## config.mk

```make
export PLATFORM = sky130hd
export DESIGN_NAME = rx_iq_interleaver
export DESIGN_NICKNAME = d
export VERILOG_FILES = /design/src/rtl/rx_iq_interleaver.sv
export SDC_FILE = /design/constraint.sdc
export NUM_CORES = 1
export LEC_CHECK = 0
export BUFFER_PORTS_ARGS = -buffer_cell sky130_fd_sc_hd__buf_2
export CELL_PAD_IN_SITES_DETAIL_PLACEMENT = 0
export CELL_PAD_IN_SITES_GLOBAL_PLACEMENT = 1
export CORE_MARGIN = 2
export CORE_UTILIZATION = 52
export CTS_CLUSTER_DIAMETER = 100
export DETAILED_ROUTE_END_ITERATION = 8
export PLACE_DENSITY = 0.9
export RECOVER_POWER = 100
export SLEW_MARGIN = 20
export SYNTH_ARGS = -nofsm -noshare
export SYNTH_HDL_FRONTEND = slang
export SYNTH_SLANG_ARGS = --single-unit
```

## constraint.sdc

```tcl
create_clock -name clk -period 4.96 [get_ports clk]
set_input_delay 0.992 -clock clk [delete_from_list [all_inputs] [get_ports clk]]
set_output_delay 0.992 -clock clk [all_outputs]
set_load 0.02 [all_outputs]
```

## src/rtl/rx_iq_interleaver.sv

```systemverilog
// Per-channel IQ FIFOs drained as ordered sets (chan 0 .. nr_lat-1) onto one valid/ready stream.
// Optional RX_IQ_INTERLEAVER_OVF_COUNT_EN adds 8-bit saturating per-channel drop counters (ovf_cnt).
module rx_iq_interleaver #(
    parameter int NR    = 6,
    parameter int IQW   = 24,
    parameter int DEPTH = 4
) (
    input  logic                  clk,
    input  logic                  rst,
    input  logic [NR*2*IQW-1:0]   rx_tdata,
    input  logic [NR-1:0]         rx_tvalid,
    input  logic [3:0]            nr_active,
    output logic [2*IQW-1:0]      out_tdata,
    output logic [3:0]            out_tchan,
    output logic                  out_tvalid,
    output logic                  out_tlast,
    input  logic                  out_tready,
    input  logic                  ovf_clr,
    output logic [NR-1:0]         ovf
`ifdef RX_IQ_INTERLEAVER_OVF_COUNT_EN
    ,
    output logic [NR*8-1:0]       ovf_cnt
`endif
);

    localparam int AW = $clog2(DEPTH);
    localparam int W  = 2 * IQW;
    localparam logic [3:0]  NR4   = 4'(NR);
    localparam logic [AW:0] FULLC = (AW+1)'(DEPTH);
    localparam logic [AW:0] PONE  = (AW+1)'(1);

    typedef enum logic {IDLE, EMIT} state_t;

    state_t               state_q, state_d;
    logic [3:0]           nr_lat_q, nr_lat_d, nr_eff, nxt;
    logic [W-1:0]         data_q, data_d, nxt_head;
    logic [3:0]           chan_q, chan_d;
    logic                 vld_q, vld_d, last_q, last_d;
    logic                 accept, all_ne;
    logic [NR-1:0]        empty, active, pop, drop;
    logic [NR-1:0][W-1:0] head;

    assign accept     = vld_q && out_tready;
    assign out_tdata  = data_q;
    assign out_tchan  = chan_q;
    assign out_tvalid = vld_q;
    assign out_tlast  = last_q;

    for (genvar i = 0; i < NR; i++) begin : g_ch
        logic [W-1:0] mem_q [DEPTH];
        logic [AW:0]  wptr_q, rptr_q, fill;
        logic         full, push;

        assign fill      = wptr_q - rptr_q;
        assign full      = (fill == FULLC);
        assign empty[i]  = (fill == '0);
        assign active[i] = (4'(i) < nr_lat_q);
        assign pop[i]    = accept && (chan_q == 4'(i));
        // A full FIFO still takes a sample when its head leaves this same cycle.
        assign push      = active[i] && rx_tvalid[i] && (!full || pop[i]);
        assign drop[i]   = active[i] && rx_tvalid[i] && full && !pop[i];
        assign head[i]   = mem_q[rptr_q[AW-1:0]];

        always_ff @(posedge clk) begin
            if (rst || !active[i]) begin
                wptr_q <= '0;
                rptr_q <= '0;
            end else begin
                if (push)   wptr_q <= wptr_q + PONE;
                if (pop[i]) rptr_q <= rptr_q + PONE;
            end
        end

        always_ff @(posedge clk) begin
            if (push) mem_q[wptr_q[AW-1:0]] <= rx_tdata[i*W +: W];
        end

`ifdef RX_IQ_INTERLEAVER_OVF_COUNT_EN
        logic [7:0] cnt_q;
        always_ff @(posedge clk) begin
            if (rst)                            cnt_q <= 8'd0;
            else if (ovf_clr)                   cnt_q <= {7'd0, drop[i]};
            else if (drop[i] && cnt_q != 8'hFF) cnt_q <= cnt_q + 8'd1;
        end
        assign ovf_cnt[i*8 +: 8] = cnt_q;
        assign ovf[i]            = |cnt_q;
`else
        logic ovf_q;
        always_ff @(posedge clk) begin
            if (rst)          ovf_q <= 1'b0;
            else if (drop[i]) ovf_q <= 1'b1;
            else if (ovf_clr) ovf_q <= 1'b0;
        end
        assign ovf[i] = ovf_q;
`endif
    end

    always_comb begin
        nr_eff = nr_active;
        if (nr_active == 4'd0)     nr_eff = 4'd1;
        else if (nr_active > NR4)  nr_eff = NR4;
    end

    // In IDLE the set size is taken straight from nr_eff so the start test and the latched size agree.
    always_comb begin
        all_ne = 1'b1;
        for (int i = 0; i < NR; i++)
            if ((4'(i) < nr_eff) && empty[i]) all_ne = 1'b0;
    end

    always_comb begin
        nxt      = chan_q + 4'd1;
        nxt_head = head[0];
        for (int i = 0; i < NR; i++)
            if (4'(i) == nxt) nxt_head = head[i];
    end

    always_comb begin
        state_d  = state_q;
        nr_lat_d = nr_lat_q;
        data_d   = data_q;
        chan_d   = chan_q;
        vld_d    = vld_q;
        last_d   = last_q;
        case (state_q)
            IDLE: begin
                nr_lat_d = nr_eff;
                if (all_ne) begin
                    data_d  = head[0];
                    chan_d  = 4'd0;
                    vld_d   = 1'b1;
                    last_d  = (nr_eff == 4'd1);
                    state_d = EMIT;
                end
            end
            EMIT: begin
                if (accept) begin
                    if (last_q) begin
                        vld_d   = 1'b0;
                        last_d  = 1'b0;
                        state_d = IDLE;
                    end else begin
                        data_d = nxt_head;
                        chan_d = nxt;
                        last_d = (nxt == nr_lat_q - 4'd1);
                    end
                end
            end
        endcase
    end

    always_ff @(posedge clk) begin
        if (rst) begin
            state_q  <= IDLE;
            nr_lat_q <= 4'd1;
            data_q   <= '0;
            chan_q   <= 4'd0;
            vld_q    <= 1'b0;
            last_q   <= 1'b0;
        end else begin
            state_q  <= state_d;
            nr_lat_q <= nr_lat_d;
            data_q   <= data_d;
            chan_q   <= chan_d;
            vld_q    <= vld_d;
            last_q   <= last_d;
        end
    end

endmodule

```

==> results.sh <==
export IMPL_tns_ns=0
export IMPL_cts_resized=0
export IMPL_synthesis_area_um2=50200
export IMPL_critPathRequiredTime_ns=5.56
export IMPL_start_kind="flop"
export IMPL_total_power_mw=22.2
export IMPL_root_buffer="clkbuf_16"
export IMPL_critical_path_class="flop to flop"
export IMPL_peakVddDrop_mv=0.375
export IMPL_cellLeakagePower_nw=17.6
export IMPL_use_met3_pct=6.85
export IMPL_placed_cell_area_um2=53400
export IMPL_drv_cap=11
export IMPL_busiest_layer="met2"
export IMPL_drc=0
export IMPL_h_tree_depth=3
export IMPL_cts_tree="done"
export IMPL_drtAntennaViolNets=0
export IMPL_clkTransAtPathRegs_ns=0.06
export IMPL_cts_buffers=119
export IMPL_initial_core_util_pct=52.6
export IMPL_detailed_place_hpwl_um=94700
export IMPL_power_density_nw_per_um2=389
export IMPL_synth_distinct_cells=70
export IMPL_ys_warn_count=0
export IMPL_grt_pass1_vias=28400
export IMPL_syn_to_final_growth_pct=13.7
export IMPL_grtUsageTotal_pct=28.2
export IMPL_die_x_um=315
export IMPL_met2_usage_pct=45.7
export IMPL_synth_edff_count=1152
export IMPL_synth_cells=2658
export IMPL_postLayoutCellArea_um2=57000
export IMPL_hold_depth=2
export IMPL_cts_setup_buffers=0
export IMPL_synthArstFlopShare_pct=0
export IMPL_relSlewSlack_pct=-71.6
export IMPL_maxSlewViolCount=354
export IMPL_hold_violations=0
export IMPL_io_buffers=361
export IMPL_final_setup_viol_count=0
export IMPL_period_needed_ns=4.38
export IMPL_grt_use_met1_pct=36.0
export IMPL_rsz0062_at_grt="false"
export IMPL_fmax_ghz=0.228
export IMPL_dieArea_um2=99000
export IMPL_timing_final_crit_share_pct=88.3
export IMPL_drt_wirelength_per_cell_um=31.9
export IMPL_crit_fanout=40
export IMPL_routed_wl_um=141000
export IMPL_avgSynthCellArea_um2=18.9
export IMPL_synth_area_leaders="edfxtp_1, mux4_2, dfxtp_1, o211ai_1, ha_1"
export IMPL_final_common_cell="edfxtp_1"
export IMPL_end_kind="flop"
export IMPL_skew_ns=0.0273
export IMPL_viasPerCell=6.45
export IMPL_core_um2=95300
export IMPL_grt_ovfl_total=0
export IMPL_multiInputGateArea_um2=12400
export IMPL_grt_pass1_wl_um=200000
export IMPL_violations="capacitance limit, slew limit"
export IMPL_grt_antenna_before_repair=52
export IMPL_hold_class="flop to flop"
export IMPL_status="finished, violations left"
export IMPL_postLayoutCoreUtil_pct=59.8
export IMPL_layout_drive_gt1_share_pct=19.2
export IMPL_mostFrequentLayoutCells="edfxtp_1, clkbuf_1, mux4_2"
export IMPL_gp_congestion=0.891
export IMPL_ys_ff_latch=1265
export IMPL_seq_area_um2=36900
export IMPL_num_fill_cells=6872
export IMPL_synth_flop_cell="edfxtp_1"
export IMPL_drt_pass1_iterations=6
export IMPL_worstMarginPinSlew_ns=2.57
export IMPL_arrival_ns=4.98
export IMPL_final_nets=3379
export IMPL_netlist_area_leader_share_pct=69.0
export IMPL_drt_iter0_drc=3725
export IMPL_yosysSeqAreaShare_pct=73.5
export IMPL_syn_num_nets=3012
export IMPL_pin_count=362
export IMPL_vias=28500
export IMPL_clockBufferDepth=3
export IMPL_grt_start_max_net_pins=73
export IMPL_die_h_um=315
export IMPL_yosys_area_top_type="edfxtp_1"
export IMPL_cts_hold_buf=0
export IMPL_clk_latency_ns=0.71
export IMPL_rows=113
export IMPL_reg2regPathDepth=9
export IMPL_cts_sinks=1265
[final cells by class]
type	instances	area share (%)
Multi-Input combinational cell	1178	21.8
Sequential cell	1265	64.7
Clock inverter	70	1.52
Inverter	31	0.204
Tap cell	1265	2.78
Clock buffer	148	5.50
Antenna cell	38	0.167
Timing Repair Buffer	430	3.32
[power by group]
group | internal, mW | switching [mW] | leakage [nW]
logic | 0.290 | 0.608 | 4.23
registers | 11.9 | 0.0817 | 11.4
clock network | 5.43 | 3.92 | 1.96
[flip-flops by register name, summed over array words and instances, names as in the netlist, named ones only]
register     cells
g_ch.mem_q    1152
g_ch.ovf_q       6
g_ch.rptr_q     18
g_ch.wptr_q     18
nr_lat_q         4
out_tchan        4
out_tdata       48
out_tlast        1
out_tvalid       1
state_q          1
[worst paths after layout]
| path | slack [ns] | start | end |
|---|---|---|---|
| worst max register to register | 0.58 | g_ch[3].wptr_q[0] | out_tdata[7] |
| worst min-delay path | 0.47 | out_tdata[10] | out_tdata[10] |
| worst min register to register | 0.47 | out_tdata[10] | out_tdata[10] |
| worst max-delay path | 0.58 | g_ch[3].wptr_q[0] | out_tdata[7] |
[critical path, cell delays in order (launching register included)]
cell and delay (ns):
dfxtp_1 0.41, inv_1 0.13, ha_1 0.20, nor2b_1 0.13, xnor2_1 0.21, o32ai_1 0.61, or4_1 0.24, clkbuf_1 1.83
nand4_1 0.27, o31ai_1 0.20
[synth_stat cells, drive strengths merged (44+ instances only)]
library cell  number
a21oi            108
a31oi             46
buf               68
edfxtp          1152
mux4             279
nand4             44
clkbuf           116
ha                52
nand3             50
o21ai             60
o211ai            88
dfxtp            113
nor2             111
[per-layer routing]
| layer | vias to the layer above | share of wire, % |
|---|---|---|
| li1 | 11800 | - |
| met1 | 14600 | 35 |
| met2 | 1792 | 49 |
| met3 | 313 | 11 |
| met4 | 34 | 5.1 |
| met5 | - | 0.15 |
[cells by family (layout without fill, tap and decap cells)]
family	after synthesis	after routing	share of synthesized area (%)
adder cells (fa/ha/maj)	52	52	1.30
XOR/XNOR	42	42	0.733
AO/OA/AOI/OAI	443	443	6.17
other	0	38	0
AND/OR/NAND/NOR	343	343	3.57
buffers and inverters	215	679	1.84
flip-flops	1265	1265	73.5
multiplexers	298	298	12.9
[through the flow]
stage	setup slack [ns]	hold slack [ns]	std cells
after floorplan	1.21	0.455	2658
after global placement	0.949	0.456	4166
after detailed placement	0.869	0.461	4167
after CTS	1.30	0.456	4385
after global routing	0.527	0.503	4409
final	0.581	0.474	4425
(Power assumes the default switching activity.)
